===== src/rtl/instr_fetch_pkg.sv =====
// Shared types and constants for the instruction fetch stage.
package instr_fetch_pkg;

    localparam int unsigned XLEN = 32;

    typedef logic [XLEN-1:0] word_t;

    localparam word_t CORE_NOP_INSTR = 32'h0000_0013;
    localparam word_t CORE_PC_STEP   = 32'd4;

    typedef struct packed {
        word_t pc;
        word_t instr;
    } fetch_word_t;

    function automatic word_t align_pc(input word_t addr);
        return {addr[XLEN-1:2], 2'b00};
    endfunction

endpackage


===== src/rtl/instr_fetch_if.sv =====
// Instruction bus: in-order request/grant with in-order read responses.
interface instr_fetch_if;
    import instr_fetch_pkg::*;

    logic  req;
    word_t addr;
    logic  gnt;
    logic  rvalid;
    word_t rdata;

    modport master (output req, output addr, input gnt, input rvalid, input rdata);
    modport slave  (input req, input addr, output gnt, output rvalid, output rdata);

endinterface


===== src/rtl/instr_fetch_fifo.sv =====
// Synchronous FIFO with async active-low reset and a synchronous flush.
module instr_fetch_fifo #(
    parameter int unsigned WIDTH = 32,
    parameter int unsigned DEPTH = 2,
    localparam int unsigned PtrW = (DEPTH > 1) ? $clog2(DEPTH) : 1,
    localparam int unsigned CntW = $clog2(DEPTH + 1)
) (
    input  logic             clk,
    input  logic             rst,
    input  logic             flush,
    input  logic             push,
    input  logic [WIDTH-1:0] wdata,
    input  logic             pop,
    output logic [WIDTH-1:0] rdata,
    output logic             full,
    output logic             empty,
    output logic [CntW-1:0]  count
);

    logic [WIDTH-1:0] mem_q [DEPTH];
    logic [PtrW-1:0]  wr_ptr_q, rd_ptr_q;
    logic [CntW-1:0]  count_q;
    logic             do_push, do_pop;

    function automatic logic [PtrW-1:0] ptr_inc(input logic [PtrW-1:0] p);
        return (p == PtrW'(DEPTH - 1)) ? '0 : p + PtrW'(1);
    endfunction

    assign full    = (count_q == CntW'(DEPTH));
    assign empty   = (count_q == '0);
    assign count   = count_q;
    assign rdata   = mem_q[rd_ptr_q];
    assign do_pop  = pop && !empty;
    assign do_push = push && (!full || do_pop);

    always_ff @(posedge clk or negedge rst) begin
        if (!rst) begin
            wr_ptr_q <= '0;
            rd_ptr_q <= '0;
            count_q  <= '0;
        end else if (flush) begin
            wr_ptr_q <= '0;
            rd_ptr_q <= '0;
            count_q  <= '0;
        end else begin
            if (do_push) wr_ptr_q <= ptr_inc(wr_ptr_q);
            if (do_pop)  rd_ptr_q <= ptr_inc(rd_ptr_q);
            if (do_push && !do_pop)      count_q <= count_q + CntW'(1);
            else if (!do_push && do_pop) count_q <= count_q - CntW'(1);
        end
    end

    always_ff @(posedge clk) begin
        if (do_push && !flush) mem_q[wr_ptr_q] <= wdata;
    end

endmodule


===== src/rtl/instr_fetch.sv =====
// IF stage: owns the PC, issues in-order fetches, buffers responses, drives the IF/ID register.
module instr_fetch
    import instr_fetch_pkg::*;
#(
    parameter word_t       RESET_PC        = 32'h0000_0000,
    parameter int unsigned MAX_OUTSTANDING = 2
) (
    input  logic          clk,
    input  logic          rst,
    instr_fetch_if.master ibus,
    input  logic          if_stall,
    input  logic          branch_take,
    input  word_t         branch_target,
    input  logic          trap_take,
    input  word_t         trap_vector,
    output logic          if2id_valid,
    output word_t         if2id_pc,
    output word_t         if2id_instruction
);

    localparam int unsigned CntW = $clog2(MAX_OUTSTANDING + 1);
    localparam int unsigned SumW = CntW + 1;

    logic            active_q;
    word_t           fetch_pc_q, fetch_pc_d;
    logic [CntW-1:0] kill_q, kill_d;
    logic            if2id_valid_d;
    word_t           if2id_pc_d, if2id_instr_d;

    logic            redirect, issue, rsp, live;
    word_t           redirect_pc, pend_pc;
    logic            pend_full, pend_empty, buf_full, buf_empty, buf_push, buf_pop;
    logic [CntW-1:0] pend_count, buf_count;
    fetch_word_t     rsp_word, buf_head;

    assign redirect    = trap_take | branch_take;
    assign redirect_pc = align_pc(trap_take ? trap_vector : branch_target);

    // Pending-PC occupancy is the in-flight count; in-flight plus buffered never exceeds the
    // buffer depth, so every returning word always has a slot.
    assign ibus.req  = active_q && !redirect && !pend_full && !buf_full &&
                       ((SumW'(pend_count) + SumW'(buf_count)) < SumW'(MAX_OUTSTANDING));
    assign ibus.addr = fetch_pc_q;

    assign issue    = ibus.req & ibus.gnt;
    assign rsp      = ibus.rvalid & !pend_empty;
    assign live     = rsp && (kill_q == '0) && !redirect;
    assign rsp_word = {pend_pc, ibus.rdata};
    assign buf_pop  = !redirect && !if_stall && !buf_empty;
    assign buf_push = live && (if_stall || !buf_empty);

    instr_fetch_fifo #(
        .WIDTH (XLEN),
        .DEPTH (MAX_OUTSTANDING)
    ) u_pend_fifo (
        .clk   (clk),
        .rst   (rst),
        .flush (1'b0),
        .push  (issue),
        .wdata (fetch_pc_q),
        .pop   (rsp),
        .rdata (pend_pc),
        .full  (pend_full),
        .empty (pend_empty),
        .count (pend_count)
    );

    instr_fetch_fifo #(
        .WIDTH (2 * XLEN),
        .DEPTH (MAX_OUTSTANDING)
    ) u_rsp_fifo (
        .clk   (clk),
        .rst   (rst),
        .flush (redirect),
        .push  (buf_push),
        .wdata (rsp_word),
        .pop   (buf_pop),
        .rdata (buf_head),
        .full  (buf_full),
        .empty (buf_empty),
        .count (buf_count)
    );

    always_comb begin
        fetch_pc_d = fetch_pc_q;
        kill_d     = kill_q;
        if (redirect) begin
            fetch_pc_d = redirect_pc;
            // Everything still in flight is wrong-path, including earlier kills.
            kill_d     = pend_count - CntW'(rsp);
        end else begin
            if (issue) fetch_pc_d = fetch_pc_q + CORE_PC_STEP;
            if (rsp && kill_q != '0) kill_d = kill_q - CntW'(1);
        end
    end

    always_comb begin
        if2id_valid_d = if2id_valid;
        if2id_pc_d    = if2id_pc;
        if2id_instr_d = if2id_instruction;
        if (redirect) begin
            if2id_valid_d = 1'b0;
        end else if (!if_stall) begin
            if (!buf_empty) begin
                if2id_valid_d = 1'b1;
                if2id_pc_d    = buf_head.pc;
                if2id_instr_d = buf_head.instr;
            end else if (live) begin
                if2id_valid_d = 1'b1;
                if2id_pc_d    = rsp_word.pc;
                if2id_instr_d = rsp_word.instr;
            end else begin
                if2id_valid_d = 1'b0;
            end
        end
    end

    always_ff @(posedge clk or negedge rst) begin
        if (!rst) begin
            active_q          <= 1'b0;
            fetch_pc_q        <= RESET_PC;
            kill_q            <= '0;
            if2id_valid       <= 1'b0;
            if2id_pc          <= RESET_PC;
            if2id_instruction <= CORE_NOP_INSTR;
        end else begin
            active_q          <= 1'b1;
            fetch_pc_q        <= fetch_pc_d;
            kill_q            <= kill_d;
            if2id_valid       <= if2id_valid_d;
            if2id_pc          <= if2id_pc_d;
            if2id_instruction <= if2id_instr_d;
        end
    end

    rvalid_tracked: assert property (@(posedge clk) disable iff (!rst)
        ibus.rvalid |-> !pend_empty);

endmodule


===== src/flat_wrapper.sv =====
// flat-port wrapper written by rule: the top's interface ports become plain ports
module instr_fetch_flat import instr_fetch_pkg::*;
#(
    parameter word_t       RESET_PC        = 32'h0000_0000,
    parameter int unsigned MAX_OUTSTANDING = 2
)
  (clk, rst, if_stall, branch_take, branch_target, trap_take, trap_vector, if2id_valid, if2id_pc, if2id_instruction, ibus_req, ibus_addr, ibus_gnt, ibus_rvalid, ibus_rdata);
  instr_fetch_if ibus_i ();
  input  logic clk;
  input  logic rst;
  input  logic if_stall;
  input  logic branch_take;
  input  word_t branch_target;
  input  logic trap_take;
  input  word_t trap_vector;
  output logic if2id_valid;
  output word_t if2id_pc;
  output word_t if2id_instruction;
  output wire logic [$bits(ibus_i.req)-1:0] ibus_req;
  output wire logic [$bits(ibus_i.addr)-1:0] ibus_addr;
  input wire logic [$bits(ibus_i.gnt)-1:0] ibus_gnt;
  input wire logic [$bits(ibus_i.rvalid)-1:0] ibus_rvalid;
  input wire logic [$bits(ibus_i.rdata)-1:0] ibus_rdata;
  assign ibus_req = ibus_i.req;
  assign ibus_addr = ibus_i.addr;
  assign ibus_i.gnt = ibus_gnt;
  assign ibus_i.rvalid = ibus_rvalid;
  assign ibus_i.rdata = ibus_rdata;
  instr_fetch #(.RESET_PC(RESET_PC), .MAX_OUTSTANDING(MAX_OUTSTANDING)) u_core (.clk(clk), .rst(rst), .ibus(ibus_i), .if_stall(if_stall), .branch_take(branch_take), .branch_target(branch_target), .trap_take(trap_take), .trap_vector(trap_vector), .if2id_valid(if2id_valid), .if2id_pc(if2id_pc), .if2id_instruction(if2id_instruction));
endmodule

===== config.mk =====
export PLATFORM = sky130hd
export DESIGN_NAME = instr_fetch_flat
export DESIGN_NICKNAME = d
export VERILOG_FILES = /design/src/rtl/instr_fetch_pkg.sv /design/src/rtl/instr_fetch_if.sv /design/src/rtl/instr_fetch_fifo.sv /design/src/rtl/instr_fetch.sv /design/src/flat_wrapper.sv
export SDC_FILE = /design/constraint.sdc
export NUM_CORES = 1
export LEC_CHECK = 0
export ABC_AREA = 0
export CAP_MARGIN = 20
export CORE_UTILIZATION = 35
export CTS_CLUSTER_SIZE = 20
export DETAILED_ROUTE_END_ITERATION = 8
export SLEW_MARGIN = 20
export SYNTH_ARGS = -nofsm -noshare
export SYNTH_HDL_FRONTEND = slang
export SYNTH_SLANG_ARGS = --single-unit

===== constraint.sdc =====
create_clock -name clk -period 12.6 [get_ports clk]
set_input_delay 3.78 -clock clk [delete_from_list [all_inputs] [get_ports clk]]
set_output_delay 3.78 -clock clk [all_outputs]
set_load 0.05 [all_outputs]

; ---- Word-level counts from Yosys, hierarchy flattened
; Memories as Yosys holds them, arrays and structs flattened.
; Cells that the tools add are included.
; Widths: inputs -> output; s select.
[op_classes]
addsub = 12
n_mux = 30
order_cmp = 1
bitwise = 5
reduce_logical = 43
eq_ne = 4
[ops]
columns = cell, count
row1 = $mux 32, 7
row2 = $add 32x3->32 const B, 1
row3 = $logic_and 1x1->1, 19
row4 = $mux 1, 16
row5 = $mux 2, 7
row6 = $reduce_bool 2->1, 6
row7 = $logic_not 1->1, 10
row8 = $logic_not 2->1, 3
row9 = $sub 2x1->2 const B, 3
row10 = $add 1x1->1 const B, 4
row11 = $add 2x1->2 const B, 2
row12 = $eq 2x2->1 const B, 2
row13 = $ne 2x1->1 const B, 2
row14 = $add 2x2->3, 1
row15 = $logic_or 1x1->1, 3
row16 = $lt 3x2->1 const B, 1
row17 = $reduce_and 3->1, 1
row18 = $reduce_bool 3->1, 1
row19 = $and 1x1->1, 2
row20 = $not 1->1, 2
row21 = $sub 2x1->2, 1
row22 = $or 1x1->1, 1
[word_totals]
wordCells = 109
in_bits = 103
ramBits = 192
ff_bits = 108
n_memories = 2
[memory_table]
columns = name, depth, word_bits, read_ports, rd_clocked_by_memory_dff, wr, line
row1 = u_core.u_rsp_fifo.mem_q, 2, 64, 1, 0, 1, instr_fetch_fifo.sv:20  ; logic [WIDTH-1:0] mem_q [DEPTH];
row2 = u_core.u_pend_fifo.mem_q, 2, 32, 1, 0, 1, instr_fetch_fifo.sv:20

; ---- Logic depth before layout (Yosys ltp)
; Gate-level depths: netlist (run 1).
[logic_depth]
word_depth = 12
mapped_depth = 11
depth_no_buf = 9

; ---- Cells and area by module
; A second synthesis (run 1) with hierarchy kept.
[hier_totals]
hier_cells = 909
area_unflattened_um2 = 12744.7
[modules_own_cells]
columns = mod, seq_area_each_um2, instances, cells_each, area_each_um2
row1 = instr_fetch, 2456.1, 1, 562, 5338.9
row2 = instr_fetch_fifo (u_core.u_rsp_fifo), 3943.8, 1, 223, 4868.4
row3 = instr_fetch_fifo (u_core.u_pend_fifo), 2021.9, 1, 124, 2537.4

; ---- Worst setup path before layout (run 1)
; OpenSTA, ideal clock, no wires.
[synth_path]
path_type = input-to-reg
from = in trap_take
to = mem u_core.u_rsp_fifo.mem_q[0][0] (netlist name) (enable)
t_arrival_ns = 10.447
cell_stages = 4
path_buffers = 2
setup_ns = 0.635
slack_ns = 1.517
path_cell_list = buf_2 > or2_2 > clkbuf_1 > nor4_1
[synth_between]
elab_chain_cells = 10
[synth_rtl]
columns = element, line
row1 = "start, declared", flat_wrapper.sv:14  ; input logic trap_take;
row2 = $or 1x1->1 (*), instr_fetch.sv:36  ; assign redirect = trap_take | branch_take;
row3 = $logic_not 1->1 (*), "instr_fetch_fifo.sv:54, instr_fetch.sv:47, instr_fetch.sv:49"
row4 = $logic_and 1x1->1 (2 in series), instr_fetch.sv:49  ; assign buf_pop = !redirect && !if_stall && !buf_empty;
row5 = $logic_and 1x1->1, instr_fetch_fifo.sv:33  ; assign do_pop = pop && !empty;
row6 = $logic_or 1x1->1, instr_fetch_fifo.sv:34  ; assign do_push = push && (!full || do_pop);
row7 = $logic_and 1x1->1, instr_fetch_fifo.sv:34
row8 = $logic_and 1x1->1 (*), instr_fetch_fifo.sv:54  ; if (do_push && !flush) mem_q[wr_ptr_q] <= wdata;
row9 = $mux 1 (*), instr_fetch_fifo.sv:54
row10 = $mux 1 (implied by the code) (*), instr_fetch_fifo.sv:54
row11 = "end, declared", instr_fetch_fifo.sv:20
; Mark *: on every way between the ends. The rest lies on a longest branch, timed or not.

; ---- Worst setup path after layout (run 1)
[layout_path]
from = in branch_take
to = out ibus_req
[layout_between]
elab_chain_cells = 6
[layout_rtl]
columns = element, line
row1 = "start, declared", flat_wrapper.sv:12  ; input logic branch_take;
row2 = $or 1x1->1, instr_fetch.sv:36
row3 = $logic_not 1->1, instr_fetch.sv:41  ; assign ibus.req = active_q && !redirect && !pend_full && !buf_full &&
row4 = $logic_and 1x1->1 (4 in series), instr_fetch.sv:41
row5 = "end, declared", flat_wrapper.sv:19  ; output wire logic [$bits(ibus_i.req)-1:0] ibus_req;
; Every way passes these cells.

==> results of run 1 <==
-- cells in the final DEF (no fill, tap or decap), types with 4 or more instances in the layout --
cell	count
conb_1	5
o31ai_1	9
buf_4	13
nor2_1	84
nand3_1	12
clkdlybuf4s50_1	190
clkbuf_8	7
edfxtp_1	184
a211oi_1	4
nand2_1	101
xnor2_1	10
o21ai_0	85
inv_1	10
a22oi_1	4
mux2i_1	79
a21oi_1	86
clkinv_2	4
clkbuf_16	30
nand4_1	9
xor2_1	8
clkbuf_1	5
mux2_2	30
dfrtp_1	100
o21ai_1	15
ha_1	5
nor2b_1	6
nor3_1	7
bufinv_16	4
-- state kept, by name, summed over array words and instances (netlist names) --
signal,flops
u_core.if2id_instruction,32
u_core.u_pend_fifo.count,2
u_core.u_pend_fifo.rd_ptr_q,1
u_core.u_rsp_fifo.count,2
u_core.if2id_pc,30
u_core.u_pend_fifo.mem_q,60
u_core.u_rsp_fifo.wr_ptr_q,1
u_core.active_q,1
u_core.u_rsp_fifo.rd_ptr_q,1
u_core.kill_q,2
u_core.u_pend_fifo.wr_ptr_q,1
u_core.if2id_valid,1
u_core.u_rsp_fifo.mem_q,124
u_core.ibus.addr,30
-- layout make-up --
class	instances	area, µm²	area share, %
Inverter	10	37.5	0.243
Tap cell	448	561	3.63
Clock inverter	14	188	1.21
Multi-Input combinational cell	600	3670	23.7
Timing Repair Buffer	204	2000	13.0
Sequential cell	288	8140	52.6
Clock buffer	42	866	5.60
-- final timing paths --
path	from	slack [ns]	end	depth (start not counted)
setup / recovery	branch_take	2.67	ibus_req	5
hold / removal	u_core.if2id_instruction[1]	0.47	u_core.if2id_instruction[1]	2
setup reg to reg	u_core.u_rsp_fifo.count[0]	9.22	u_core.u_pend_fifo.mem_q[1][15]	7
hold reg to reg	u_core.if2id_instruction[1]	0.47	u_core.if2id_instruction[1]	2
max in group asynchronous	rst	8.02	u_core.u_rsp_fifo.rd_ptr_q	2
min in group asynchronous	rst	3.38	u_core.if2id_pc[6]	1
-- synth_stat cells, types with 7 or more instances --
cell type	n
edfxtp_1	184
o21ai_1	15
a21oi_1	86
inv_1	10
nand2_1	101
clkbuf_1	24
o31ai_1	9
nand4_1	9
dfrtp_1	101
xnor2_1	10
nor2_1	86
nand3_1	12
mux2i_1	79
mux2_2	30
buf_2	22
xor2_1	8
o21ai_0	85
nor3_1	7
-- metrics by stage --
stage | util [%] | hold slack (ns) | cells | setup WS [ns] | total power [µW]
after global placement | 42.7 | 0.457 | 1550 | 2.57 | 2100
final | 45.9 | 0.467 | 1606 | 2.67 | 3000
after CTS | 45.9 | 0.471 | 1606 | 2.57 | 3040
after floorplan | - | 0.460 | 956 | 1.52 | 1790
after global routing | 45.9 | 0.490 | 1606 | 2.54 | 3130
after detailed placement | 42.7 | 0.462 | 1550 | 2.57 | 2110
-- logic make-up after synthesis --
| logic type | Yosys count | share of synthesized area [%] |
|---|---|---|
| and+or+nand+nor | 247 | 9.10 |
| other | 2 | 0.0622 |
| buffers and inverters | 68 | 2.54 |
| muxes | 109 | 9.35 |
| xor gates and xnor gates | 18 | 1.31 |
| adders and majority gates | 6 | 0.684 |
| AOI/OAI and AO/OA | 215 | 9.56 |
| DFF | 288 | 67.4 |
-- power by group --
part | leakage (µW) | switching [µW] | internal (µW)
clock | 0.000513 | 355 | 561
sequential | 0.00296 | 83.4 | 1140
combinational | 0.00205 | 556 | 301
-- critical path, stage by stage --
cell,delay (ns)
clkdlybuf4s50_1,0.39
buf_4,0.26
or2_2,0.46
nor4_1,0.37
clkdlybuf4s50_1,0.89
-- metal layers --
layer	up-vias	global-route usage (%)	wire, µm
met5	-	0	0
met4	0	4.28	520
met3	35	3.05	1430
met2	195	23.5	11400
met1	3620	20.1	12100
li1	3809	-	-
==> results summary, run 1 <==
The flow ran to the end, and the final reports show no timing, DRC or antenna violations. After synthesis, the cell types taking the most area are edfxtp_1 (46%), dfrtp_1 (21%), mux2i_1 (6.6%). The total iterations of the first detailed-routing run came out at 4. The tree is rooted in a clkbuf_16. The clock tree skew after final layout is 0.0183 ns. Of the available clock period, the critical path in the final layout requires a little under 80%. After detailed routing, the total wire length is 25.5 mm. The core region is 33700 µm². The most used flip-flop cell after synthesis is edfxtp_1. The floorplan step defined a die boundary enclosing around 35000 µm². Setup total negative slack on the finished layout was measured at 0 ns. The number of gates resized after CTS was 0. TritonCTS built the clock tree.

The relative slew slack is 36.8%. By startpoint and endpoint, the worst setup path is classified as in2out. The number of synthesized flops with an enable pin came out at between 150 and 200. The leakage power summed over all cells is 0.00552 µW. In the final routed layout, each cell accounts on average for around 16 µm.

Detailed placement ended at an HPWL of 16.6 mm. The count of cell types in the netlist is 54. The clock sink count is ~290. Setup repair after global routing left no endpoint under its margin. The overall global routing resource usage is 14.7%. For this block, the via count after detailed routing is approximately 7700. Setup violations remaining at the end of the flow were counted as 0.

The final number of hold-violating endpoints is 0. Of all flip-flops after synthesis, the portion carrying an async set or reset was 36.1%. The proportion of layout cells with a drive suffix above 1 came out at a little under a tenth. The actual transition at the worst max-transition pin came out at about 0.95 ns. The total of max-cap violations came out at 0. The initial antenna violation count came out at 0. The worst setup path is launched from an input port.

In this run the remaining antenna-violating nets after routing total 0. For this run the aggregate overflow at the end of global routing stands at 0. The sequential share of the synthesized area is approximately 67%. Derived from the worst setup path, the maximum achievable clock frequency is 101 MHz. The minimum period implied by the final worst setup slack came out at 9.93 ns. The number of placement rows came out at 67.

The area added between synthesis and finish is 28.1%. The average instance area after synthesis is 12.7 µm². The Yosys step of the flow raised 0 warnings. The buffer depth of the longest clock path is 3. The total of hold buffers inserted after clock tree synthesis is 0. The cell taking the most area after synthesis is edfxtp_1.

The type of element capturing the critical path is an output pin. The cell count after synthesis came out at between 900 and 1000. The path class of the tightest hold or removal check is reg2reg. Once the floorplan was initialized, standard cells occupied a little over a third of the core. The detailed router's first-iteration violation count came out at 263. Along the worst path, the maximum fanout reaches 31. The clock buffer count from CTS came out at 30.

The width of the die came out at 188 µm. The data arrival time of the critical path is 6.15 ns. The cell area that synthesis handed to floorplanning was 12100 µm². The count of nets after finishing is about 1200. The via count of the first global-routing pass came out at 7716. The wire length of the first global-routing pass is 41.6 mm. The number of filler cells placed in the layout is 3108.

The maximum ir drop on the vdd rail is 108 µV. Measured along the y axis, the die boundary spans 188 µm. The routability-driven placement congestion ratio came out at between 0.7 and 0.8. The number of diodes added for antenna fixing came out at 0.

The count of input and output buffers is 192. The power density of the placed cells is 194 nW/µm². The count of pins over their slew limit was 0. The clock input transition at the sequential cells of the worst setup and hold paths is 0.06 ns. The clock latency on the worst-skew pair is approximately 0.55 ns. The share of the synthesized area in the top cell type came out at 45.8%. The post-place instance area came out at 14400 µm².

The synthesized design contains approximately 290 register bits. The post-CTS setup buffer count is 0. The area of all placed cells without fillers is about 15000 µm². The DRC violations left is 0. The number of H-tree levels is 1. The critical path required time is between 8 and 9 ns. Entering global routing, the biggest net connects 75 pins.

The via count normalized by instance count came out at 4.77. The top-level I/O count came out at about 200.
Power figures use the tool's default switching activity.
==> inputs of run 2 (changes only) <==
==> constraint.sdc (replaced) <==
create_clock -name clk -period 9.66 [get_ports clk]
set_input_delay 2.898 -clock clk [delete_from_list [all_inputs] [get_ports clk]]
set_output_delay 2.898 -clock clk [all_outputs]
set_load 0.05 [all_outputs]
==> run 2 against run 1 <==
  * First-iteration DRC count up 11%
  * Setup slack lost 0.96 ns
  * Largest cell class unchanged
  * Largest power group unchanged
  * Count of clock-buffer cells in the layout grew 1
==> results summary, run 2 (synthesized netlist as in run 1, its figures left out) <==
The run finished with clean final reports. Summed over all layers, the global routing overflow is 0. At the end of routability-driven placement, the weighted congestion stood at 0.730. The clock sink count came out at 288. The library cell used most frequently in the layout, excluding fill and tap cells, is clkdlybuf4s50_1. The data arrival time of the critical path is 5.05 ns. The clock tree skew after final layout came out at 0.0172 ns.

The via count of the first global-routing pass came to 7633. The final number of hold-violating endpoints came out at 0. The post-CTS setup buffer count came out at 0. Buffers placed on the I/O ports in this run total 192. The overall global routing resource usage is 14.5%.

The via count normalized by instance count is approximately 4.7. The relative slew slack is 35.2%. The area added between synthesis and finish came out at 27.8%. The clock buffer count from CTS is 31.

The number of setup violations in the final report came out at 0. The initialized floorplan defines 67 standard-cell rows. The detailed placer's ending HPWL came out at 16.0 mm. The number of filler cells placed in the layout came out at 3119. The maximum ir drop on the vdd rail is between 150 and 200 µV.

At the later pin of the worst-skew pair, clock insertion delay measures 0.56 ns. The count of nets left with antenna violations after detail routing is 0. For this block, the initial DRC count from the detailed router was 291.

TritonCTS built the clock tree. In this run the number of H-tree levels came out at 1. The total of max-cap violations came out at 0. The starting density of the core is 35.8%. In this run the power density over the cells is 250 nW/µm². Ranked by flip-flop count, first place goes to u_core.u_rsp_fifo.mem_q.

For the pin with the worst max-slew slack, the measured transition is 0.972 ns. The critical path is of the in2out type. Clock tree synthesis selected as its root buffer the cell clkbuf_16. The DRC violations left is 0. The total negative slack is 0 ns. The overall die area came out at roughly 35000 µm². The critical path required time came out at 6.76 ns.

After floorplanning, the core was sized to cover 33700 µm². The first global-routing pass estimated between 40 and 50 mm of wire. For this run, the top clock speed supported by timing is 126 MHz.

Setup repair after global routing left no endpoint under its margin. Of the cells placed in the final design, the portion with a size suffix greater than 1 is under 10%. The leakage power summed over all cells came out at 0.00549 µW. The total iterations of the first detailed-routing run came out at 4. The die is 188 µm wide. The largest registers in the layout are u_core.u_rsp_fifo.mem_q: 124 flops, u_core.u_pend_fifo.mem_q: 60 flops, u_core.if2id_instruction: 32 flops. The clock passes through at most 3 buffers. The post-cts repair resize count is 0.

The routed design could run at a clock period as short as 7.95 ns. After clock tree synthesis, the clock-pin slew on the worst setup and hold paths is 0.06 ns. In the layout the commonest cells are clkdlybuf4s50_1 (191), edfxtp_1 (184), nand2_1 (101). The worst setup path is launched from an input port. The number of antenna diodes in the final layout is 0.

The number of flip-flops under the largest register name is 124. The initial antenna violation count is 0. The period utilization is 82.3%. Dividing the detail-routed wire length by the instance count gives roughly 16 µm. The count of pins over their slew limit is 0. The top-level I/O count is roughly 200.

For this run, the post-layout net count is 1244. The type of element capturing the critical path is an output pin. The min-delay analysis places its worst path in the category reg2reg. The maximum net fanout on the critical path is 13. The largest net degree at the start of global routing came out at 75. The overall routed net length came out at 25.4 mm.

The total of hold buffers inserted after clock tree synthesis is 0. Summing over every cut layer, the via total after detailed routing is roughly 7600. The total power came out at 3850 µW. The overall die height is 188 µm.
[run 2: cell types whose count changed in the layout (fill, tap and decap cells not counted), moves of 2 or more]
cell        previous run  this run
buf_4                 13        11
clkbuf_8               7         3
bufinv_16              4         2
clkbuf_1               5         9
clkinvlp_4             2         4
[run 2: final timing paths]
check                      slack (ns)                              to  depth (start not counted)                       start
max                              1.71                        ibus_req                          4                   trap_take
min                              0.48              u_core.if2id_pc[9]                          2          u_core.if2id_pc[9]
max reg2reg                      6.28  u_core.u_pend_fifo.mem_q[1][7]                          7  u_core.u_rsp_fifo.count[0]
min reg2reg                      0.48              u_core.if2id_pc[9]                          2          u_core.if2id_pc[9]
max in group asynchronous        5.85      u_core.u_rsp_fifo.rd_ptr_q                          2                         rst
min in group asynchronous        2.33              u_core.if2id_valid                          1                         rst
[run 2: stage by stage]
step / cells / hold WS, ns / worst slack, ns / utilization [%] / area [µm²]
after detailed placement: 1549 / 0.469 / 1.66 / 42.8 / 14400
after floorplan: 956 / 0.460 / 1.73 / - / 12100
after CTS: 1607 / 0.483 / 1.66 / 45.7 / 15400
after global routing: 1608 / 0.492 / 1.65 / 45.8 / 15400
final: 1608 / 0.476 / 1.71 / 45.8 / 15400
after global placement: 1549 / 0.455 / 1.64 / 42.8 / 14400
[run 2: final cells by class]
type	instances	area (µm²)	share of cell area, %
Clock buffer	43	851	5.52
Clock inverter	15	135	0.876
Inverter	10	37.5	0.243
Multi-Input combinational cell	600	3680	23.8
Sequential cell	288	8140	52.8
Tap cell	448	561	3.63
Timing Repair Buffer	204	2030	13.1
[run 2: worst max-delay path, cell delays in order]
cell             delay (ns)
clkdlybuf4s50_1        0.43
or2_2                  0.45
nor4_1                 0.38
clkdlybuf4s50_1        0.89
[run 2: metal layers]
metal,wire length (µm),track usage (%),vias up
li1,-,-,3817
met1,12300,20.3,3594
met2,11500,23.1,189
met3,1370,2.88,31
met4,352,3.13,0
met5,0,0,-
[run 2: report_power, final]
part / internal [µW] / switching [µW]
registers: 1490 / 108
clock network: 666 / 464
logic: 394 / 725
